===== src/rtl/screen_blitter.sv =====
// Rectangle blitter: sweeps WIDTH x HEIGHT at (X0,Y0) and streams one ROM pixel per clock to vga_adapter.
// Optional sprite mode: define BLIT_TRANSPARENT_EN to suppress PLOT for pixels equal to KEY_COLOUR.
module screen_blitter #(
    parameter int WIDTH       = 160,
    parameter int HEIGHT      = 120,
    parameter int X_BITS      = 8,
    parameter int Y_BITS      = 7,
    parameter int COLOUR_BITS = 3,
    parameter int NUM_SCREENS = 4,
    parameter int ADDR_BITS   = 15,
    parameter int SEL_BITS    = 2,
    parameter int KEY_COLOUR  = 0
) (
    input  logic                               CLOCK_50,
    input  logic                               RESETN,
    input  logic                               START,
    input  logic [SEL_BITS-1:0]                SCREEN_SEL,
    input  logic [X_BITS-1:0]                  X0,
    input  logic [Y_BITS-1:0]                  Y0,
    output logic [ADDR_BITS-1:0]               ROM_ADDR,
    input  logic [NUM_SCREENS*COLOUR_BITS-1:0] ROM_DATA,
    output logic [X_BITS-1:0]                  VGA_X,
    output logic [Y_BITS-1:0]                  VGA_Y,
    output logic [COLOUR_BITS-1:0]             COLOUR,
    output logic                               PLOT,
    output logic                               BUSY,
    output logic                               DONE
);

    // state   | meaning
    // S_IDLE  | waiting for START, latches SEL/X0/Y0 on accept
    // S_DRAW  | one ROM address per clock in raster order
    // S_FLUSH | last pixel's ROM data returns and is plotted
    // S_DONE  | one-cycle DONE pulse, then back to idle

    localparam int XC_BITS = (WIDTH  > 1) ? $clog2(WIDTH)  : 1;
    localparam int YC_BITS = (HEIGHT > 1) ? $clog2(HEIGHT) : 1;
    localparam logic [XC_BITS-1:0]     XC_LAST = XC_BITS'(WIDTH - 1);
    localparam logic [YC_BITS-1:0]     YC_LAST = YC_BITS'(HEIGHT - 1);
    localparam logic [COLOUR_BITS-1:0] KEY_C   = COLOUR_BITS'(KEY_COLOUR);
`ifdef BLIT_TRANSPARENT_EN
    localparam bit TRANSPARENT = 1'b1;
`else
    localparam bit TRANSPARENT = 1'b0;
`endif

    typedef enum logic [1:0] {
        S_IDLE  = 2'd0,
        S_DRAW  = 2'd1,
        S_FLUSH = 2'd2,
        S_DONE  = 2'd3
    } state_t;

    state_t                  r_state;
    logic [XC_BITS-1:0]      r_xc;
    logic [YC_BITS-1:0]      r_yc;
    logic [ADDR_BITS-1:0]    r_addr;
    logic [SEL_BITS-1:0]     r_sel;
    logic [X_BITS-1:0]       r_x0;
    logic [Y_BITS-1:0]       r_y0;
    logic [X_BITS-1:0]       r_vga_x;
    logic [Y_BITS-1:0]       r_vga_y;
    logic                    r_plot;
    logic                    r_busy;
    logic                    r_done;

    logic                    w_last;
    logic [COLOUR_BITS-1:0]  w_colour;
    logic                    w_is_key;

    assign w_last = (r_xc == XC_LAST) && (r_yc == YC_LAST);

    // r_addr tracks yc*WIDTH+xc incrementally, so no multiplier is needed for arbitrary WIDTH.
    always_ff @(posedge CLOCK_50) begin
        if (!RESETN) begin
            r_state <= S_IDLE;
            r_xc    <= '0;
            r_yc    <= '0;
            r_addr  <= '0;
            r_sel   <= '0;
            r_x0    <= '0;
            r_y0    <= '0;
            r_vga_x <= '0;
            r_vga_y <= '0;
            r_plot  <= 1'b0;
            r_busy  <= 1'b0;
            r_done  <= 1'b0;
        end else begin
            r_plot  <= (r_state == S_DRAW);
            r_vga_x <= r_x0 + X_BITS'(r_xc);
            r_vga_y <= r_y0 + Y_BITS'(r_yc);
            case (r_state)
                S_IDLE: begin
                    if (START) begin
                        r_sel   <= SCREEN_SEL;
                        r_x0    <= X0;
                        r_y0    <= Y0;
                        r_xc    <= '0;
                        r_yc    <= '0;
                        r_addr  <= '0;
                        r_busy  <= 1'b1;
                        r_state <= S_DRAW;
                    end
                end
                S_DRAW: begin
                    if (w_last) begin
                        r_xc    <= '0;
                        r_yc    <= '0;
                        r_addr  <= '0;
                        r_state <= S_FLUSH;
                    end else begin
                        r_addr <= r_addr + ADDR_BITS'(1);
                        if (r_xc == XC_LAST) begin
                            r_xc <= '0;
                            r_yc <= r_yc + YC_BITS'(1);
                        end else begin
                            r_xc <= r_xc + XC_BITS'(1);
                        end
                    end
                end
                S_FLUSH: begin
                    r_busy  <= 1'b0;
                    r_done  <= 1'b1;
                    r_state <= S_DONE;
                end
                S_DONE: begin
                    r_done  <= 1'b0;
                    r_state <= S_IDLE;
                end
                default: r_state <= S_IDLE;
            endcase
        end
    end

    // ROM data already carries one cycle of latency, which lines it up with the registered outputs.
    always_comb begin
        w_colour = '0;
        for (int i = 0; i < NUM_SCREENS; i++) begin
            if (r_sel == SEL_BITS'(i)) begin
                w_colour = ROM_DATA[i*COLOUR_BITS +: COLOUR_BITS];
            end
        end
    end

    assign w_is_key = (w_colour == KEY_C);

    assign ROM_ADDR = r_addr;
    assign VGA_X    = r_vga_x;
    assign VGA_Y    = r_vga_y;
    assign COLOUR   = w_colour;
    assign PLOT     = r_plot && !(TRANSPARENT && w_is_key);
    assign BUSY     = r_busy;
    assign DONE     = r_done;

endmodule


===== config.mk =====
export PLATFORM = sky130hd
export DESIGN_NAME = screen_blitter
export DESIGN_NICKNAME = d
export VERILOG_FILES = /design/src/rtl/screen_blitter.sv
export SDC_FILE = /design/constraint.sdc
export NUM_CORES = 1
export LEC_CHECK = 0
export BUFFER_PORTS_ARGS = -buffer_cell sky130_fd_sc_hd__buf_2
export CAP_MARGIN = 30
export CORE_MARGIN = 2
export CORE_UTILIZATION = 55
export DETAILED_ROUTE_END_ITERATION = 12
export GPL_ROUTABILITY_DRIVEN = 0
export PLACE_DENSITY = 0.88
export REMOVE_ABC_BUFFERS = 1
export SYNTH_ARGS = -nofsm -noshare
export SYNTH_HDL_FRONTEND = slang
export SYNTH_SLANG_ARGS = --single-unit

===== constraint.sdc =====
create_clock -name CLOCK_50 -period 2.1 [get_ports CLOCK_50]
set_clock_uncertainty 0.15 [all_clocks]
set_input_delay 0 -clock CLOCK_50 [delete_from_list [all_inputs] [get_ports CLOCK_50]]
set_output_delay 0 -clock CLOCK_50 [all_outputs]
set_load 0.05 [all_outputs]

==> results.yml, run 1 <==
outcome:
  status: "complete, no violations"
grt:
  track_usage_pct: 24.1
  antenna_found_initial: 0
  overflow: 0
  grt_pass1_wl_um: 12300
  grt_pass1_vias: 2817
  grt_max_degree: 24
routing:
  drt_first_pass_iters: 4
  drcViolationCount: 0
  via_count: 3114
  ant_nets: 0
  drtIter0Drc: 152
  wl_per_cell_um: 14.4
  wl_um: 8010
  avgViaCountPerCell: 5.61
layout:
  drive_gt1_share_pct: 25.4
  fin_nets: 530
  area_growth_pct: 27.6
  utilization_pct: 73.1
  n_antenna_cell: 0
synth:
  synth_top_flop_cell: "dfxtp_1"
  synth_area_leaders: "dfxtp_1 (39%), ha_1 (7.7%), nand2_1 (5.7%)"
  yosys-top-cells-count: "dfxtp_1 (67), nand2_1 (52), ha_1 (21)"
  yosys_warnings: 0
  synth_cell_type_count: 56
  yosysMostFrequentCell: "dfxtp_1"
  synth_seq_cells: 67
  syn_inst: 376
  synth_edf_count: 0
  yosys.area.top_type: "dfxtp_1"
  yosysSeqAreaShare_pct: 39.3
  yosysTopAreaCellShare_pct: 39.3
  syn-cell-area_um2: 3410
  avgSynthCellArea_um2: 9.07
  async_flop_share_pct: 0
setup_path:
  required_ns: 2.19
  endpoint_kind: "register"
  path_buf_inv: 1
  worstSetupPathType: "register to register"
  regToRegSetupSlack_ns: 0.06
  worstSetupPathDepth: 6
  r2r_cells: 6
  critPathArrivalTime_ns: 2.13
  crit_path_cell_trace: "buf_4 -> ha_1 -> a21o_1 -> a311oi_1 -> mux2i_1 -> a311o_1"
  worstSetupStartpointType: "register"
  slowest_delay_ns: 0.40
  crit_family: "compound AO/OA/AOI/OAI gates"
  critPathMaxFanout: 3
  cpMaxStageDelayCell: "a311oi_1"
timing:
  final_max_slew_viol_count: 0
  tightest_slew_ns: 0.442
  whs_ns: 0.0618
  max_freq_ghz: 0.491
  slew_headroom_pct: 70.5
  period_share_pct: 96.9
  period_minus_slack_ns: 2.04
  finalSetupViolations: 0
  hold_viol: 0
  fin_setup_tns_ns: 0
  layout_setup_ws_ns: 0.0648
power_and_ir_drop:
  leakagePower_nw: 1.80
  switching_power_w: 0.00161
  power_frac_seq_pct: 35.8
  p_per_area_nw_per_um2: 996
  intPower_w: 0.00273
  power.share.clock_pct: 28.0
  p_sw_share_pct: 37.1
  total_power_w: 0.00433
  comb_power_share_pct: 36.2
  peakVddDrop_mv: 0.641
floorplan:
  rows: 28
  die_area_um2: 6850
  fp.dieW_um: 82.8
  core_um2: 5960
  start_util_pct: 57.3
  chipHeight_um: 82.8
  ioPinCount: 68
clock_tree:
  clock-sinks: 67
  cts_tree: "yes"
  htreeDepth: 3
  cts_max_path_buffers: 2
  cts_made_buffers: 9
  cts_root_buf: "clkbuf_8"
  path_clk_slew_ns: 0.08
  clock_latency_ns: 0.35
place:
  hpwl_um: 5520
  pre_cts_slack_ns: 0.0746
  portBuffers: 67
hold_path:
  hold_depth: 5
  hold_class: "input pin to register"
job:
  maxCapViolations: 0
power by group through the flow:
| stage | Clock (W) | Sequential [W] | Combinational, W |
|---|---|---|---|
| floorplan | 0 | 0.00180 | 0.000733 |
| global placement | 0 | 0.00157 | 0.00144 |
| detailed placement | 0 | 0.00158 | 0.00149 |
| CTS | 0.00124 | 0.00155 | 0.00153 |
| global route | 0.00129 | 0.00158 | 0.00171 |
| finish | 0.00121 | 0.00155 | 0.00157 |
registers in the layout (all words and copies together), names as in the netlist:
signal and flops:
PLOT 1, ROM_ADDR 15, VGA_X 8, r_sel 2
r_xc 8, r_y0 7, r_x0 8, r_state 2
r_yc 7, VGA_Y 7, BUSY 1, DONE 1
final cells by class:
| type | instances | area, µm² |
|---|---|---|
| Timing Repair Buffer | 104 | 658 |
| Clock inverter | 6 | 88.8 |
| Tap cell | 75 | 93.8 |
| Multi-Input combinational cell | 280 | 1980 |
| Clock buffer | 10 | 138 |
| Inverter | 13 | 48.8 |
| Sequential cell | 67 | 1350 |
| Fill cell | 444 | 1600 |
what timing repair did:
action | 4_1_cts | 5_1_grt
hold buffers | 18 | 0
gates resized for setup | 0 | 11
endpoints found under the setup margin | 0 | 27
buffers inserted | 0 | 0
hold endpoints to repair | 24 | 0
worst register-to-register path: stages, from the launching register on:
cell and delay (ns):
dfxtp_1 0.33, buf_4 0.15, ha_1 0.22, a21o_1 0.20
a311oi_1 0.40, mux2i_1 0.14, a311o_1 0.33
kinds of logic (layout without fill, tap and decap cells):
family / after synthesis / after routing / synth area share (%)
simple gates: 154 / 154 / 24.2
fa+ha+maj: 23 / 23 / 8.88
mux: 9 / 9 / 3.78
xor+xnor: 16 / 16 / 4.11
compound gates: 78 / 78 / 16.2
flops: 67 / 67 / 39.3
buf+inv: 29 / 133 / 3.49
layout by cell type (no fill, tap or decap), types with 2 or more instances in the layout:
cell type and count:
dfxtp_2 3, nand3_1 11, dlygate4sd3_1 18, xnor2_1 10, clkbuf_8 10, mux2i_1 4
nor3b_1 8, bufinv_16 2, a21o_1 2, nor4b_1 5, o211ai_1 3, and3_1 2
nand2b_1 4, o311ai_0 2, ha_2 2, buf_4 19, nand4_1 9, o31ai_1 4
a21oi_1 14, nor2b_1 7, mux4_2 3, inv_1 13, o21a_1 5, or4_1 3
xor2_1 6, nor3_1 4, clkinvlp_4 2, or3_1 6, a311oi_1 4, and4_1 5
and2_2 2, nor2_1 20, dfxtp_1 64, nand2_1 52, and2_1 6, buf_2 67
fa_1 2, ha_1 19, o21ai_0 11, a21boi_0 20
routing by layer:
metal	part of all wire (%)	vias up	track usage, %
li1	-	1558	-
met1	41	1446	27.9
met2	50	96	40.8
met3	6.5	14	6.41
met4	2.3	0	12.3
met5	0	-	0
path summary, 6_finish.rpt:
| check | from | to |
|---|---|---|
| setup / recovery | r_xc[0] | VGA_X[5] |
| hold / removal | START | r_y0[3] |
| setup reg to reg | r_xc[0] | VGA_X[5] |
| hold reg to reg | r_y0[6] | r_y0[6] |
stage by stage:
| stage | std cells | area, µm² |
|---|---|---|
| after detailed placement | 521 | 3920 |
| after CTS | 555 | 4320 |
| final | 555 | 4350 |
| after global routing | 555 | 4350 |
| after floorplan | 360 | 3340 |
| after global placement | 521 | 3920 |
(Power assumes the default switching activity.)
==> run 2: changes to the inputs <==
CORE_MARGIN = unset   (was 2)
==> results.yml, run 2 (synthesized netlist as in run 1, its figures left out) <==
grt:
  antenna_found_initial: 0
  grt_pass1_wl_um: 12400
  grt_max_degree: 35
  overflow: 0
  grt_pass1_vias: 2822
  track_usage_pct: 25.0
setup_path:
  critPathMaxFanout: 10
  worstSetupStartpointType: "register"
  worstSetupPathType: "register to register"
  endpoint_kind: "register"
  critPathArrivalTime_ns: 2.09
  required_ns: 2.19
power_and_ir_drop:
  total_power_w: 0.00401
  peakVddDrop_mv: 0.697
  leakagePower_nw: 1.76
  p_per_area_nw_per_um2: 935
floorplan:
  chipHeight_um: 80.8
  rows: 28
  die_area_um2: 6520
  ioPinCount: 68
  core_um2: 5960
  start_util_pct: 57.3
  fp.dieW_um: 80.8
layout:
  drive_gt1_share_pct: 23.9
  largest_reg_flops: 15
  mostFrequentLayoutCells: "buf_2 (67), dfxtp_1 (64), nand2_1 (52), nor2_1 (20), a21boi_0 (20)"
  layout_commonest_cell: "buf_2"
  instances_no_fill: 551
  n_antenna_cell: 0
  fin_nets: 529
  area_growth_pct: 25.6
place:
  dpl.cell_count: 519
  pre_cts_slack_ns: 0.0286
  portBuffers: 67
  hpwl_um: 5590
timing:
  slew_headroom_pct: 75.8
  fin_setup_tns_ns: 0
  finalSetupViolations: 0
  tightest_slew_ns: 0.363
  period_minus_slack_ns: 2.00
  period_share_pct: 95.1
  final_max_slew_viol_count: 0
  max_freq_ghz: 0.501
  hold_viol: 0
  layout_setup_ws_ns: 0.102
  whs_ns: 0.295
clock_tree:
  clock-sinks: 67
  htreeDepth: 3
  clock_latency_ns: 0.35
  cts_root_buf: "clkbuf_8"
  path_clk_slew_ns: 0.07
  cts_made_buffers: 9
  cts_setup_buffers: 0
  cts_tree: "yes"
  cts_max_path_buffers: 2
job:
  maxCapViolations: 0
routing:
  avgViaCountPerCell: 5.63
  drtIter0Drc: 218
  via_count: 3104
  wl_per_cell_um: 14.4
  wl_um: 7930
  ant_nets: 0
  drcViolationCount: 0
  drt_first_pass_iters: 4
hold_path:
  hold_class: "input pin to register"
outcome:
  status: "complete, no violations"
-- run 2: power by group --
group          switching, W  internal [W]
sequential         0.000113       0.00144
combinational      0.000981      0.000573
clock              0.000453      0.000443
-- run 2: layout make-up --
cell class                      count  area, µm²
Inverter                           13       48.8
Tap cell                           75       93.8
Clock buffer                       13        149
Timing Repair Buffer              103        653
Fill cell                         446       1670
Sequential cell                    67       1350
Multi-Input combinational cell    280       1990
-- run 2: repair_timing --
action / CTS / global route
hold endpoints to repair: 24 / 0
endpoints found under the setup margin: 0 / 26
gates resized for setup: 0 / 11
hold buffers: 19 / 0
-- run 2: stage by stage --
stage	util, %	instance area, µm²
final	71.9	4280
after detailed placement	65.5	3900
after global routing	71.9	4280
after global placement	65.5	3900
after CTS	71.2	4240
after floorplan	-	3340
-- run 2: final timing paths --
check | slack, ns | to | startpoint | depth (start not counted)
max | 0.10 | ROM_ADDR[11] | r_state[1] | 7
min | 0.30 | r_y0[2] | Y0[2] | 4
max reg2reg | 0.10 | ROM_ADDR[11] | r_state[1] | 7
min reg2reg | 0.32 | r_x0[0] | r_x0[0] | 2
-- run 2: worst max-delay path, stage by stage, from the launching register on --
cell     delay [ns]
dfxtp_1        0.34
inv_1          0.15
ha_2           0.28
mux2_2         0.40
buf_4          0.20
nand3_1        0.09
nor2_1         0.05
o221a_2        0.24
-- run 2: per-layer routing --
| metal | GRT usage (%) | share of wire (%) | up-vias |
|---|---|---|---|
| met5 | 0 | 0 | - |
| met4 | 10.9 | 1.5 | 0 |
| met3 | 6.18 | 5.6 | 13 |
| met2 | 42.6 | 49 | 106 |
| met1 | 29.7 | 44 | 1438 |
| li1 | - | - | 1547 |
==> run 3: changes to the inputs <==
CORE_UTILIZATION = 56   (was 55)
CTS_BUF_LIST = sky130_fd_sc_hd__clkbuf_4   (was unset)
PLACE_DENSITY = 0.84   (was 0.88)
==> results.yml, run 3 (synthesized netlist as in run 1, its figures left out) <==
grt:
  grt_pass1_wl_um: 12600
  grtUsageMet2_pct: 44.6
  grt_max_degree: 33
  met3_usage_pct: 6.74
  grt_pass1_vias: 2909
  track_usage_pct: 25.6
  overflow: 0
  grt.busiest_layer: "met2"
  antenna_found_initial: 0
  use_met1_pct: 29.6
routing:
  ant_nets: 0
  wl_per_cell_um: 13.9
  drt_first_pass_iters: 4
  wl_um: 7720
  drcViolationCount: 0
  via_count: 3095
  avgViaCountPerCell: 5.58
  drtIter0Drc: 199
setup_path:
  cp_common_cell: "o21a_1"
  critPathArrivalTime_ns: 2.17
  crit_family: "adder cells"
  worstSetupStartpointType: "register"
  worstSetupPathType: "register to register"
  endpoint_kind: "register"
  cpMaxStageDelayCell: "fa_1"
  critPathMaxFanout: 3
  path_buf_inv: 2
  required_ns: 2.25
  crit_path_cell_trace: "buf_4 -> ha_1 -> inv_1 -> fa_1 -> nor2b_2 -> o21a_1 -> o21a_1 -> o211ai_1"
  slowest_delay_ns: 0.40
timing:
  final_max_slew_viol_count: 0
  period_share_pct: 95.8
  finalSetupViolations: 0
  tightest_slew_ns: 0.484
  slew_headroom_pct: 67.5
  fin_setup_tns_ns: 0
  max_freq_ghz: 0.497
  hold_viol: 0
  layout_setup_ws_ns: 0.0877
  period_minus_slack_ns: 2.01
clock_tree:
  cts_made_buffers: 9
  path_clk_slew_ns: 0.11
  htreeDepth: 3
  clock-sinks: 67
  clock_latency_ns: 0.42
  cts_tree: "yes"
  cts_root_buf: "clkbuf_4"
  cts_max_path_buffers: 2
outcome:
  status: "complete, no violations"
floorplan:
  start_util_pct: 58.0
  die_area_um2: 6410
  ioPinCount: 68
  rows: 28
  core_um2: 5890
  chipHeight_um: 80.0
  fp.dieW_um: 80.0
power_and_ir_drop:
  peakVddDrop_mv: 0.700
  p_per_area_nw_per_um2: 942
  leakagePower_nw: 1.77
layout:
  fin_nets: 530
  largest_reg_flops: 15
  drive_gt1_share_pct: 24.6
  layout_commonest_cell: "buf_2"
  area_growth_pct: 25.4
  utilization_pct: 72.7
  n_antenna_cell: 0
  mostFrequentLayoutCells: "buf_2 (67), dfxtp_1 (65), nand2_1 (52), nor2_1 (20), a21boi_0 (20)"
place:
  hpwl_um: 5410
  pre_cts_slack_ns: -0.00995
  portBuffers: 67
job:
  maxCapViolations: 0
hold_path:
  hold_class: "input pin to register"
[run 3: worst min-delay path: stages]
cell and delay [ns]:
dlygate4sd3_1 0.53, buf_2 0.12, nand2_1 0.04, a21boi_0 0.06
[run 3: report_power, final]
group	leakage, nW	switching, W	internal, W	total (W)
Combinational	1.14	0.000979	0.000568	0.00155
Sequential	0.546	0.000108	0.00144	0.00155
Clock	0.0845	0.000466	0.000469	0.000935
[run 3: final cells by class]
| cell class | instances | area (µm²) |
|---|---|---|
| clock buffers | 9 | 67.6 |
| clock inverters | 7 | 82.6 |
| fillers | 452 | 1610 |
| inverters | 13 | 48.8 |
| multi-input cells | 280 | 1980 |
| flip-flops and latches | 67 | 1340 |
| well taps | 75 | 93.8 |
| repair buffers | 104 | 661 |
[run 3: what timing repair did]
item                                    in CTS  in global routing
hold endpoints to repair                    28                  0
hold buffers                                19                  0
buffers inserted                             1                  1
pin swaps                                    0                  2
endpoints found under the setup margin      11                 39
resized for setup                            0                  9
gates cloned                                 0                  0
[run 3: per-layer routing]
metal | wire [µm] | up-vias | share of wire (%)
li1 | - | 1557 | -
met1 | 3400 | 1449 | 44
met2 | 3780 | 77 | 49
met3 | 415 | 12 | 5.4
met4 | 125 | 0 | 1.6
met5 | 0 | - | 0
[run 3: worst paths after layout]
| kind | startpoint | to | slack [ns] | depth (start not counted) |
|---|---|---|---|---|
| min reg2reg | r_y0[3] | r_y0[3] | 0.33 | 2 |
| min | X0[7] | r_x0[7] | 0.21 | 4 |
| max | r_xc[0] | VGA_X[6] | 0.09 | 8 |
| max reg2reg | r_xc[0] | VGA_X[6] | 0.09 | 8 |
[run 3: metrics by stage]
step / power, W / std cells / cell area [µm²] / hold WS [ns]
6_report: 0.00403 / 555 / 4280 / 0.213
5_1_grt: 0.00426 / 555 / 4280 / 0.216
4_1_cts: 0.00400 / 554 / 4240 / 0.201
3_5_place_dp: 0.00303 / 518 / 3890 / 0.108
3_3_place_gp: 0.00299 / 518 / 3890 / 0.104
2_1_floorplan: 0.00254 / 360 / 3340 / -0.0283
